`src/rtl/axis_frame_arbiter.sv`:
```
// Round-robin AXI-Stream video source arbiter that switches sources only on SOF boundaries.
// Define ARB_TIMEOUT_EN to enable the stall watchdog (TIMEOUT_CYCLES); otherwise o_timeout_stb is tied low.
module axis_frame_arbiter #(
    parameter int NUM_INPUTS       = 2,
    parameter int AXIS_DATA_WIDTH  = 8,
    parameter int FRAMES_PER_GRANT = 1,
    parameter int TIMEOUT_CYCLES   = 1024,
    localparam int GID_W = (NUM_INPUTS > 1) ? $clog2(NUM_INPUTS) : 1
) (
    input  logic                                  i_axi_clk,
    input  logic                                  i_axi_rst,
    input  logic [NUM_INPUTS-1:0]                 i_axis_in_tuser,
    input  logic [NUM_INPUTS-1:0]                 i_axis_in_tvalid,
    output logic [NUM_INPUTS-1:0]                 o_axis_in_tready,
    input  logic [NUM_INPUTS-1:0]                 i_axis_in_tlast,
    input  logic [NUM_INPUTS*AXIS_DATA_WIDTH-1:0] i_axis_in_tdata,
    input  logic [NUM_INPUTS-1:0]                 i_enable_mask,
    output logic                                  o_axis_out_tuser,
    output logic                                  o_axis_out_tvalid,
    input  logic                                  i_axis_out_tready,
    output logic                                  o_axis_out_tlast,
    output logic [AXIS_DATA_WIDTH-1:0]            o_axis_out_tdata,
    output logic                                  o_grant_active,
    output logic [GID_W-1:0]                      o_grant_id,
    output logic                                  o_frame_stb,
    output logic                                  o_timeout_stb
);

    typedef enum logic [0:0] {
        ST_IDLE   = 1'b0,
        ST_STREAM = 1'b1
    } state_t;

    state_t                  state_q, state_d;
    logic [GID_W-1:0]        grant_q, grant_d;
    logic [GID_W-1:0]        rr_q, rr_d;
    logic [7:0]              frame_cnt_q, frame_cnt_d;
    logic                    frame_stb_q, frame_stb_d;

    logic [NUM_INPUTS-1:0]   req_s;
    logic [GID_W-1:0]        pick_s;
    logic                    found_s;
    logic                    g_tuser_s;
    logic                    g_tvalid_s;
    logic                    g_tlast_s;
    logic [AXIS_DATA_WIDTH-1:0] g_tdata_s;
    logic                    release_s;
    logic                    accept_s;

`ifdef ARB_TIMEOUT_EN
    localparam int WD_W = $clog2(TIMEOUT_CYCLES + 1);
    logic [WD_W-1:0]         wd_q, wd_d;
    logic                    timeout_stb_q, timeout_stb_d;
`else
    logic [31:0]             unused_timeout_s;
    assign unused_timeout_s = TIMEOUT_CYCLES;
`endif

    assign req_s      = i_axis_in_tvalid & i_axis_in_tuser & i_enable_mask;
    assign g_tuser_s  = i_axis_in_tuser[grant_q];
    assign g_tvalid_s = i_axis_in_tvalid[grant_q];
    assign g_tlast_s  = i_axis_in_tlast[grant_q];
    assign g_tdata_s  = i_axis_in_tdata[int'(grant_q)*AXIS_DATA_WIDTH +: AXIS_DATA_WIDTH];

    // The next SOF on the granted input ends the grant once its quota is used or it was disabled.
    assign release_s = (state_q == ST_STREAM) && g_tvalid_s && g_tuser_s &&
                       ((frame_cnt_q == 8'(FRAMES_PER_GRANT)) || !i_enable_mask[grant_q]);
    assign accept_s  = (state_q == ST_STREAM) && g_tvalid_s && i_axis_out_tready && !release_s;

    // Round-robin search starting just after the last granted input.
    always_comb begin
        found_s = 1'b0;
        pick_s  = '0;
        for (int k = 1; k <= NUM_INPUTS; k++) begin
            if (!found_s && req_s[(int'(rr_q) + k) % NUM_INPUTS]) begin
                found_s = 1'b1;
                pick_s  = GID_W'((int'(rr_q) + k) % NUM_INPUTS);
            end else begin
                found_s = found_s;
            end
        end
    end

    // Output mux and per-input ready; non-granted inputs drop mid-frame beats and hold their SOF.
    always_comb begin
        o_axis_in_tready  = ~i_axis_in_tuser;
        o_axis_out_tuser  = 1'b0;
        o_axis_out_tvalid = 1'b0;
        o_axis_out_tlast  = 1'b0;
        o_axis_out_tdata  = '0;
        if (i_axi_rst) begin
            o_axis_in_tready = '0;
        end else if (state_q == ST_STREAM) begin
            o_axis_out_tuser          = g_tuser_s;
            o_axis_out_tvalid         = g_tvalid_s && !release_s;
            o_axis_out_tlast          = g_tlast_s;
            o_axis_out_tdata          = g_tdata_s;
            o_axis_in_tready[grant_q] = i_axis_out_tready && !release_s;
        end else begin
            o_axis_in_tready = ~i_axis_in_tuser;
        end
    end

    // Next-state logic for arbitration, frame counting and the optional watchdog.
    always_comb begin
        state_d     = state_q;
        grant_d     = grant_q;
        rr_d        = rr_q;
        frame_cnt_d = frame_cnt_q;
        frame_stb_d = 1'b0;
`ifdef ARB_TIMEOUT_EN
        wd_d          = '0;
        timeout_stb_d = 1'b0;
`endif
        case (state_q)
            ST_IDLE: begin
                if (found_s) begin
                    state_d     = ST_STREAM;
                    grant_d     = pick_s;
                    rr_d        = pick_s;
                    frame_cnt_d = 8'd0;
                end else begin
                    state_d = ST_IDLE;
                end
            end
            ST_STREAM: begin
`ifdef ARB_TIMEOUT_EN
                wd_d = accept_s ? '0 : (wd_q + WD_W'(1));
`endif
                if (release_s) begin
                    state_d = ST_IDLE;
`ifdef ARB_TIMEOUT_EN
                end else if (!accept_s && (wd_q == WD_W'(TIMEOUT_CYCLES - 1))) begin
                    state_d       = ST_IDLE;
                    timeout_stb_d = 1'b1;
`endif
                end else if (accept_s && g_tuser_s) begin
                    frame_cnt_d = frame_cnt_q + 8'd1;
                    frame_stb_d = 1'b1;
                end else begin
                    state_d = ST_STREAM;
                end
            end
            default: begin
                state_d = ST_IDLE;
            end
        endcase
    end

    // State, grant and pulse registers with synchronous reset.
    always_ff @(posedge i_axi_clk) begin
        if (i_axi_rst) begin
            state_q       <= ST_IDLE;
            grant_q       <= '0;
            rr_q          <= GID_W'(NUM_INPUTS - 1);
            frame_cnt_q   <= 8'd0;
            frame_stb_q   <= 1'b0;
`ifdef ARB_TIMEOUT_EN
            wd_q          <= '0;
            timeout_stb_q <= 1'b0;
`endif
        end else begin
            state_q       <= state_d;
            grant_q       <= grant_d;
            rr_q          <= rr_d;
            frame_cnt_q   <= frame_cnt_d;
            frame_stb_q   <= frame_stb_d;
`ifdef ARB_TIMEOUT_EN
            wd_q          <= wd_d;
            timeout_stb_q <= timeout_stb_d;
`endif
        end
    end

    assign o_grant_active = (state_q == ST_STREAM);
    assign o_grant_id     = grant_q;
    assign o_frame_stb    = frame_stb_q;
`ifdef ARB_TIMEOUT_EN
    assign o_timeout_stb  = timeout_stb_q;
`else
    assign o_timeout_stb  = 1'b0;
`endif

endmodule

```
`config.mk`:
```
export PLATFORM = sky130hd
export DESIGN_NAME = axis_frame_arbiter
export DESIGN_NICKNAME = d
export VERILOG_FILES = /design/src/rtl/axis_frame_arbiter.sv
export SDC_FILE = /design/constraint.sdc
export NUM_CORES = 1
export LEC_CHECK = 0
export CORE_MARGIN = 1.5
export CORE_UTILIZATION = 44
export DETAILED_ROUTE_END_ITERATION = 12
export GPL_ROUTABILITY_DRIVEN = 0
export PLACE_DENSITY = 0.84
export SLEW_MARGIN = 40
export SYNTH_ARGS = -nofsm -noshare
export SYNTH_HDL_FRONTEND = slang
export SYNTH_SLANG_ARGS = --single-unit
```
`constraint.sdc`:
```
create_clock -name i_axi_clk -period 4.6 [get_ports i_axi_clk]
set_input_delay 1.38 -clock i_axi_clk [delete_from_list [all_inputs] [get_ports i_axi_clk]]
set_output_delay 1.38 -clock i_axi_clk [all_outputs]
set_load 0.01 [all_outputs]
```
Word-level counts from Yosys, hierarchy flattened
Index checks and enable logic that the tools add are counted.

Add/subtract/negate cells: 3. Bitwise operators: 6. Shift operators: 1. Reduce and logical (&&, ||, !) cells: 17. Multiplexer cells: 39. Order comparisons: 4. Eq/ne operators: 4.

Operators with widths (number): 8-bit two-way mux (5); 1-bit two-way mux (28); 8-bit case mux with 2 select lines (1); 16-bit by 5-bit variable part select with 8-bit output (1); 1-bit logical AND (10); 8-bit by 1-bit adder with 8-bit output (second input constant) (1); 8-bit by 1-bit equality test with 1-bit output (second input constant) (1); 2-bit by 3-bit less-than comparator with 1-bit output (second input constant) (2); 2-bit AND (2); 2-bit two-way mux (2); 2-bit inequality test (second input constant) (2); 1-bit logical NOT (3); 3-bit AND reduction (1); 3-bit OR reduction (1); 1-bit adder (second input constant) (2); 1-bit AND (first input constant) (2); 2-bit bitwise mux (1); 1-bit by 2-bit less-than comparator with 1-bit output (second input constant) (1); 2-bit by 1-bit inequality test with 1-bit output (second input constant) (1); 2-bit NOT (1); 1-bit case mux with 2 select lines (1); 2-bit AND reduction (1); 1-bit demux with 1-bit select (1); 1-bit greater-or-equal comparator (second input constant) (1); other kinds (2) (2).

Output and inout bits: 17. Bits of input ports: 27. Logic and storage cells: 79. Register bits: 12.

Logic depth before layout (Yosys ltp)
Gate-level depths: netlist (run 1).

Word-level depth: 11. Depth in mapped cells: 6. Depth with buffers taken out: 6.

Worst setup path after synthesis (run 1)
OpenSTA, ideal clock, no wires.

Path type: input -> output. Start: in i_axis_in_tuser[0]. End: out o_axis_in_tready[1]. Arrival: 2.401 ns. Stages on the path: 5. Slack: 0.819 ns. Data required time: 3.220 ns. Path through: and4b_1 > nor2_1 > clkbuf_1 > o2111ai_1 > a21oi_1.

Cells in the longest elaborated chain, start to end: 9.

Ends and longest elaborated chain: start: declaration (RTL line 12) `input logic [NUM_INPUTS-1:0] i_axis_in_tuser,`; 1-bit two-way mux (implied by the code) (2 in a row) (RTL line 60) `assign g_tuser_s = i_axis_in_tuser[grant_q];`; 1-bit logical AND (2 in a row) (RTL line 66) `assign release_s = (state_q == ST_STREAM) && g_tvalid_s && g_tuser_s &&`; 1-bit logical NOT (RTL line 98) `o_axis_in_tready[grant_q] = i_axis_out_tready && !release_s;`; 1-bit logical AND (RTL line 98); 2-bit bitwise mux (RTL line 98); 2-bit two-way mux (RTL line 93) `end else if (state_q == ST_STREAM) begin`; 2-bit two-way mux (RTL line 91) `if (i_axi_rst) begin`; end: declaration (RTL line 14) `output logic [NUM_INPUTS-1:0] o_axis_in_tready,`.

No other way between the ends. The select of a mux whose other input is x is not followed.

Worst setup path in the final report (run 1)
Start: in i_enable_mask[1]. End: out o_axis_in_tready[0].

Cells in the longest elaborated chain, start to end: 10.

Ends and longest elaborated chain: start: declaration (RTL line 17) `input logic [NUM_INPUTS-1:0] i_enable_mask,`; 1-bit two-way mux (implied by the code) (2 in a row) (RTL line 67) `((frame_cnt_q == 8'(FRAMES_PER_GRANT)) || !i_enable_mask[grant_q]);`; 1-bit logical NOT (RTL line 67); 1-bit logical OR (RTL line 67); 1-bit logical AND (RTL line 66); 1-bit logical NOT (RTL line 98); 1-bit logical AND (RTL line 98); 2-bit bitwise mux (RTL line 98); 2-bit two-way mux (RTL line 93); 2-bit two-way mux (RTL line 91).

No other way between the ends. The select of a mux whose other input is x is not followed.

==> impl_metrics.tcl, run 1 <==
set metrics [dict create \
    worstHoldPathType "reg2reg" \
    async_set_or_reset_flop_fraction_in_the_synthesized_netlist 0 \
    tns_ns 0 \
    standard_cell_core_area_mm2 0.00202 \
    dpl.hpwl_um 2420 \
    floorplan.die.height_um 49.9 \
    globalRouteMet1Util 0.304 \
    detail-route-antenna-nets 0 \
    finish.instance_area_mm2 0.00149 \
    final_period_demand_of_the_worst_path_ns 4.52 \
    starting_density_of_the_core 0.478 \
    yosysUniqueCellTypes 38 \
    grt_util_all_layers 0.260 \
    cts_htree_levels 1 \
    avgViaCountPerCell 5.99 \
    path_type_of_the_worst_setup_path "in2out" \
    final_count_of_negative_setup_slack_endpoints 0 \
    syn-cell-area_um2 967 \
    syn2layout_area_growth_pct 53.8 \
    m3_gr_usage 0.0636 \
    grt_start_max_net_pins 16 \
    end_kind "primary output" \
    via_count 1192 \
    dieWidth_um 49.9 \
    numCtsBuffers 3 \
    cts_tree "built" \
    number_of_antenna_violations_at_the_first_check_in_global_routing 0 \
    crit_path_start_kind "input pin" \
    dpl.cell_count 196 \
    synth_enable_flop_cells 0 \
    antenna_cells_inserted 0 \
    synth.ff_latch_count 12 \
    synth_top_flop_cell "sky130_fd_sc_hd__dfxtp_1" \
    worst_path_required_ns 3.22 \
    achievable-frequency_mhz 221 \
    global_route.usage.met2 0.471 \
    max_cap_viol_count 0 \
    status "finished, final reports clean" \
    timing_hold_violations_final 0 \
    fp-row-count 16 \
    finalWirelength_um 3050 \
    crit_path_max_fanout 3 \
    clock_sink_count 12 \
    rel_slew_slack 0.535 \
    reg2reg_slack_ns 2.59 \
    final_min_period_over_clock_period 0.983 \
    die_area_mm2 0.00249 \
    finClkSkew_ns 0.00164 \
    slew_viol_final 0 \
    number_of_standard_cells_after_synthesis 124 \
    grt_pass1_vias 1119 \
    initialDrtViolationCount 32 \
    first_pass_iters 4 \
    grt.busiest_layer "met2" \
    io_pins 44 \
    grt_first_pass_wirelength_um 5030 \
    cts_buffer_depth 2 \
    power-per-cell-area_mw_per_mm2 169 \
    drive_gt1_frac 0.0988 \
    grt.overflow.total 0 \
    port_buffers 42 \
    tightest_slew_ns 0.693 \
    critPathArrivalTime_ns 3.14 \
    leakage_uw 0.000586 \
    synthesis.yosys.warnings 0 \
    final_nets 203 \
    synth.net_count 153 \
    clkSlewWorstSetupHoldPaths_ns 0.07 \
    synthesis.area_per_instance_um2 7.80 \
    layout.cells.non_filler 199 \
    worstSkewPairLatency_ns 0.27 \
    vdd_ir_drop_max_mv 0.211 \
    detail_route.wl_per_cell_um 15.3 \
    cts_root_buf "sky130_fd_sc_hd__clkbuf_4" \
    synth_sequential_area_ratio 0.248 \
    rsz_0062_raised_after_global_routing "false" \
    remaining_design_rule_violation_count 0 \
    place_area_mm2 0.00146 \
]
==> metrics by stage <==
step                power [µW]  worst slack [ns]  hold WS (ns)   util
floorplan                  143             0.819         0.461      -
global placement           185            0.0852         0.471  0.722
detailed placement         187            0.0324         0.480  0.722
CTS                        253            0.0323         0.496  0.733
global route               263           0.00608         0.511  0.736
finish                     252            0.0765         0.496  0.736
==> cell usage after synthesis (2+ instances only) <==
cell type                   number  share of area
sky130_fd_sc_hd__nor2_1         13          0.050
sky130_fd_sc_hd__a21oi_1         9          0.047
sky130_fd_sc_hd__a211o_1         2          0.018
sky130_fd_sc_hd__a211oi_1        2          0.016
sky130_fd_sc_hd__or4_1           2          0.016
sky130_fd_sc_hd__o2111ai_1       2          0.018
sky130_fd_sc_hd__dfxtp_1        12           0.25
sky130_fd_sc_hd__nand3_1         5          0.026
sky130_fd_sc_hd__o21ai_0         2          0.010
sky130_fd_sc_hd__or3_1           2          0.013
sky130_fd_sc_hd__mux2i_1        12           0.12
sky130_fd_sc_hd__nand2_1         7          0.027
sky130_fd_sc_hd__o211ai_1        6          0.047
sky130_fd_sc_hd__nand2b_1        2          0.013
sky130_fd_sc_hd__clkbuf_1        5          0.019
sky130_fd_sc_hd__nor3_1          8          0.041
sky130_fd_sc_hd__a21o_1          3          0.023
sky130_fd_sc_hd__inv_1           4          0.016
sky130_fd_sc_hd__ha_1            2          0.026
sky130_fd_sc_hd__and3_1          6          0.039
==> area by class of cell <==
| class | count | area [µm²] |
|---|---|---|
| multi-input cells | 101 | 678 |
| fillers | 157 | 534 |
| repair buffers | 52 | 498 |
| inverters | 4 | 15.0 |
| clock buffers | 3 | 22.5 |
| flip-flops and latches | 12 | 240 |
| well taps | 27 | 33.8 |
==> power by group <==
part,internal [µW],total (µW),leakage (µW),switching (µW)
Sequential,106,109,0.0000971,3.43
Clock,30.3,65.4,0.0000138,35.1
Combinational,44.9,77.3,0.000475,32.3
==> registers in the layout (all words and copies together) (netlist names) <==
signal,count
frame_cnt_q,8
o_frame_stb,1
rr_q,1
o_grant_id,1
o_grant_active,1
==> worst paths after layout <==
path,from,end,depth (start not counted)
hold reg to reg,rr_q,rr_q,1
setup / recovery,i_enable_mask[1],o_axis_in_tready[0],6
setup reg to reg,o_grant_id,frame_cnt_q[3],5
hold / removal,rr_q,rr_q,1
==> cells by family after synthesis <==
family | count (synthesis) | synth area share
simple gates | 54 | 0.303
compound gates | 32 | 0.241
mux | 12 | 0.124
flops | 12 | 0.248
buf+inv | 11 | 0.0543
fa+ha+maj | 2 | 0.0259
other cells | 1 | 0.00388
==> cell usage in the layout, fill, tap and decap left out, types with 2 or more instances in the layout <==
master / synthesis / routed
sky130_fd_sc_hd__o2111ai_1: 2 / 2
sky130_fd_sc_hd__a211oi_1: 2 / 2
sky130_fd_sc_hd__or3_1: 2 / 2
sky130_fd_sc_hd__or4_1: 2 / 2
sky130_fd_sc_hd__inv_1: 4 / 4
sky130_fd_sc_hd__clkdlybuf4s50_1: 0 / 41
sky130_fd_sc_hd__buf_4: 1 / 10
sky130_fd_sc_hd__mux2i_1: 12 / 12
sky130_fd_sc_hd__dfxtp_1: 12 / 12
sky130_fd_sc_hd__o21ai_0: 2 / 2
sky130_fd_sc_hd__nor3_1: 8 / 8
sky130_fd_sc_hd__o211ai_1: 6 / 6
sky130_fd_sc_hd__and3_1: 6 / 6
sky130_fd_sc_hd__nand2b_1: 2 / 2
sky130_fd_sc_hd__nor2_1: 13 / 13
sky130_fd_sc_hd__ha_1: 2 / 2
sky130_fd_sc_hd__clkbuf_4: 0 / 3
sky130_fd_sc_hd__nand3_1: 5 / 5
sky130_fd_sc_hd__nand2_1: 7 / 7
sky130_fd_sc_hd__a211o_1: 2 / 2
sky130_fd_sc_hd__a21oi_1: 9 / 8
sky130_fd_sc_hd__a21o_1: 3 / 3
==> what timing repair did <==
item	in CTS	in global routing
setup endpoints to repair	0	3
gates resized for setup	0	2
hold buffers	0	0
setup buffers	0	0
==> per-layer routing <==
metal  vias to the layer above  share of wire
met4                         0         0.0089
met5                         -              0
met2                        48           0.53
met1                       572           0.40
li1                        568              -
met3                         4          0.057
==> critical path, stage by stage <==
cell                              delay (ns)
sky130_fd_sc_hd__clkdlybuf4s50_1        0.49
sky130_fd_sc_hd__mux2i_1                0.17
sky130_fd_sc_hd__a21oi_2                0.23
sky130_fd_sc_hd__o2111ai_1              0.16
sky130_fd_sc_hd__a21oi_1                0.16
sky130_fd_sc_hd__clkdlybuf4s50_1        0.55
Power figures use the tool's default switching activity.
==> run 2: changes to the inputs <==
--- a/config.mk
+++ b/config.mk
@@ -5,8 +5,9 @@
 export SDC_FILE = /design/constraint.sdc
 export NUM_CORES = 1
 export LEC_CHECK = 0
-export CORE_MARGIN = 1.5
+export CORE_MARGIN = 8
 export CORE_UTILIZATION = 44
+export CTS_CLUSTER_DIAMETER = 100
 export DETAILED_ROUTE_END_ITERATION = 12
 export GPL_ROUTABILITY_DRIVEN = 0
 export PLACE_DENSITY = 0.84
==> run 2 against run 1 <==
  * Cell count up 1.0%
  * Largest power group unchanged
  * Critical path type unchanged
  * Clock skew is 0.0018 ns higher
  * Largest cell class unchanged
  * Utilization is 3.5 points lower
  * Highest routed layer unchanged
==> impl_metrics.tcl, run 2 (same netlist as run 1, synthesis figures left out) <==
set metrics [dict create \
    status "finished, final reports clean" \
    path_type_of_the_worst_setup_path "in2out" \
    remaining_design_rule_violation_count 0 \
    grt.overflow.total 0 \
    standard_cell_core_area_mm2 0.00215 \
    avgViaCountPerCell 6.00 \
    antenna_cells_inserted 0 \
    tns_ns 0 \
    max_ffs_per_register 8 \
    layout_common_cells "sky130_fd_sc_hd__clkdlybuf4s50_1, sky130_fd_sc_hd__nor2_1, sky130_fd_sc_hd__dfxtp_1, sky130_fd_sc_hd__mux2i_1, sky130_fd_sc_hd__buf_4" \
    floorplan.die.height_um 62.9 \
    drive_gt1_frac 0.110 \
    worstPathCellList "clkdlybuf4s50_1 > and4b_1 > nor2_1 > o2111ai_1 > a21oi_1 > clkdlybuf4s50_1" \
    grt_first_pass_wirelength_um 5790 \
    cts_htree_levels 1 \
    critPathArrivalTime_ns 3.10 \
    clkSlewWorstSetupHoldPaths_ns 0.07 \
    max_cap_viol_count 0 \
    power-per-cell-area_mw_per_mm2 182 \
    layout_commonest_cell "sky130_fd_sc_hd__clkdlybuf4s50_1" \
    first_pass_iters 4 \
    finalWirelength_um 3580 \
    cts_buffer_depth 2 \
    grt_pass1_vias 1228 \
    achievable-frequency_mhz 223 \
    finClkSkew_ns 0.00343 \
    crit_path_frequent_cell "sky130_fd_sc_hd__clkdlybuf4s50_1" \
    detail_route.wl_per_cell_um 17.8 \
    rsz_0062_raised_after_global_routing "false" \
    final_count_of_negative_setup_slack_endpoints 0 \
    crit_path_slowest_cell "sky130_fd_sc_hd__clkdlybuf4s50_1" \
    leakage_uw 0.000595 \
    hold_path.startpoint "rr_q" \
    grt_start_max_net_pins 15 \
    tightest_slew_ns 0.662 \
    dpl.hpwl_um 2710 \
    syn2layout_area_growth_pct 55.8 \
    clock_sink_count 12 \
    slew_viol_final 0 \
    worst_path_required_ns 3.22 \
    vdd_ir_drop_max_mv 0.160 \
    top_register_by_number_of_flip_flops "frame_cnt_q" \
    number_of_antenna_violations_at_the_first_check_in_global_routing 0 \
    crit_path_max_fanout 3 \
    critPathMaxStageDelay_ns 0.57 \
    worst_case_setup_slack_after_placement_ns 0.0321 \
    numCtsBuffers 3 \
    fp-row-count 17 \
    cts_root_buf "sky130_fd_sc_hd__clkbuf_4" \
    worstSkewPairLatency_ns 0.28 \
    dieWidth_um 62.9 \
    via_count 1207 \
    critical_path_buf_inv_count 2 \
    timing.rr.start "frame_cnt_q[1]" \
    dominant_delay_contributor_by_cell_family_on_the_critical_path "buffers and inverters" \
    die_area_mm2 0.00395 \
    ff_latch_area_um2 240 \
    initialDrtViolationCount 122 \
    launching_instance_or_port_of_the_critical_path "i_axis_in_tvalid[0]" \
    rel_slew_slack 0.555 \
    starting_density_of_the_core 0.450 \
    cts_tree "built" \
    postCtsHoldBufs 0 \
    final_core_utilization 0.701 \
    total_power_consumption_of_the_routed_design_uw 274 \
    end_kind "primary output" \
    timing_hold_violations_final 0 \
    fillerInstances 176 \
    detail-route-antenna-nets 0 \
    port_buffers 42 \
    grt_util_all_layers 0.176 \
    io_pins 44 \
    final_period_demand_of_the_worst_path_ns 4.48 \
    fin_ws_ns 0.124 \
    worstHoldPathType "reg2reg" \
    multi_input_area_um2 682 \
    final_nets 203 \
    final_min_period_over_clock_period 0.973 \
    crit_path_start_kind "input pin" \
]
## run 2: cell count changes in the layout (fill, tap and decap cells not counted)
cell | previous run | this run
sky130_fd_sc_hd__clkbuf_8 | 0 | 1
sky130_fd_sc_hd__mux2i_1 | 12 | 11
sky130_fd_sc_hd__mux2i_2 | 0 | 1
## run 2: what timing repair did
action,CTS,global route
setup endpoints to repair,0,3
gates resized for setup,0,3
setup buffers,0,0
endpoints found under the hold margin,0,0
## run 2: report_power, final
part           internal, µW  switching, µW  total (µW)  leakage [µW]
clock network          48.2           37.4        85.6     0.0000210
logic                  45.4           33.1        78.5      0.000477
registers               106           4.21         110     0.0000971
## run 2: metal layers
metal	up-vias	global-route usage	part of all wire
li1	565	-	-
met1	565	0.176	0.38
met2	54	0.334	0.53
met3	23	0.0466	0.051
met4	0	0.0655	0.040
met5	-	0	0
## run 2: cell type report
cell class                 instances  area share
tap                               28      0.0233
timing repair buffer              52       0.331
multi-input combinational        101       0.453
clock buffer                       4      0.0241
sequential                        12       0.159
inverter                           4     0.00997
## run 2: worst paths after layout
kind,cells after the start,endpoint,slack [ns]
worst max-delay path,6,o_axis_in_tready[1],0.12
worst min-delay path,1,rr_q,0.50
worst max register to register,6,frame_cnt_q[3],2.63
worst min register to register,1,rr_q,0.50
## run 2: metrics by stage
step                instances  cell area [µm²]  hold WS, ns
finish                    201             1510        0.500
global route              201             1510        0.544
CTS                       201             1500        0.503
detailed placement        197             1460        0.487
global placement          197             1460        0.473
floorplan                 124              967        0.461
==> run 3: changes to the inputs <==
--- a/config.mk
+++ b/config.mk
@@ -10,6 +10,7 @@
 export CTS_CLUSTER_DIAMETER = 100
 export DETAILED_ROUTE_END_ITERATION = 12
 export GPL_ROUTABILITY_DRIVEN = 0
+export HOLD_SLACK_MARGIN = 0.06
 export PLACE_DENSITY = 0.84
 export SLEW_MARGIN = 40
 export SYNTH_ARGS = -nofsm -noshare
==> results of run 3 <==
Same layout as run 2: the final DEF is identical, and so are final timing and power.
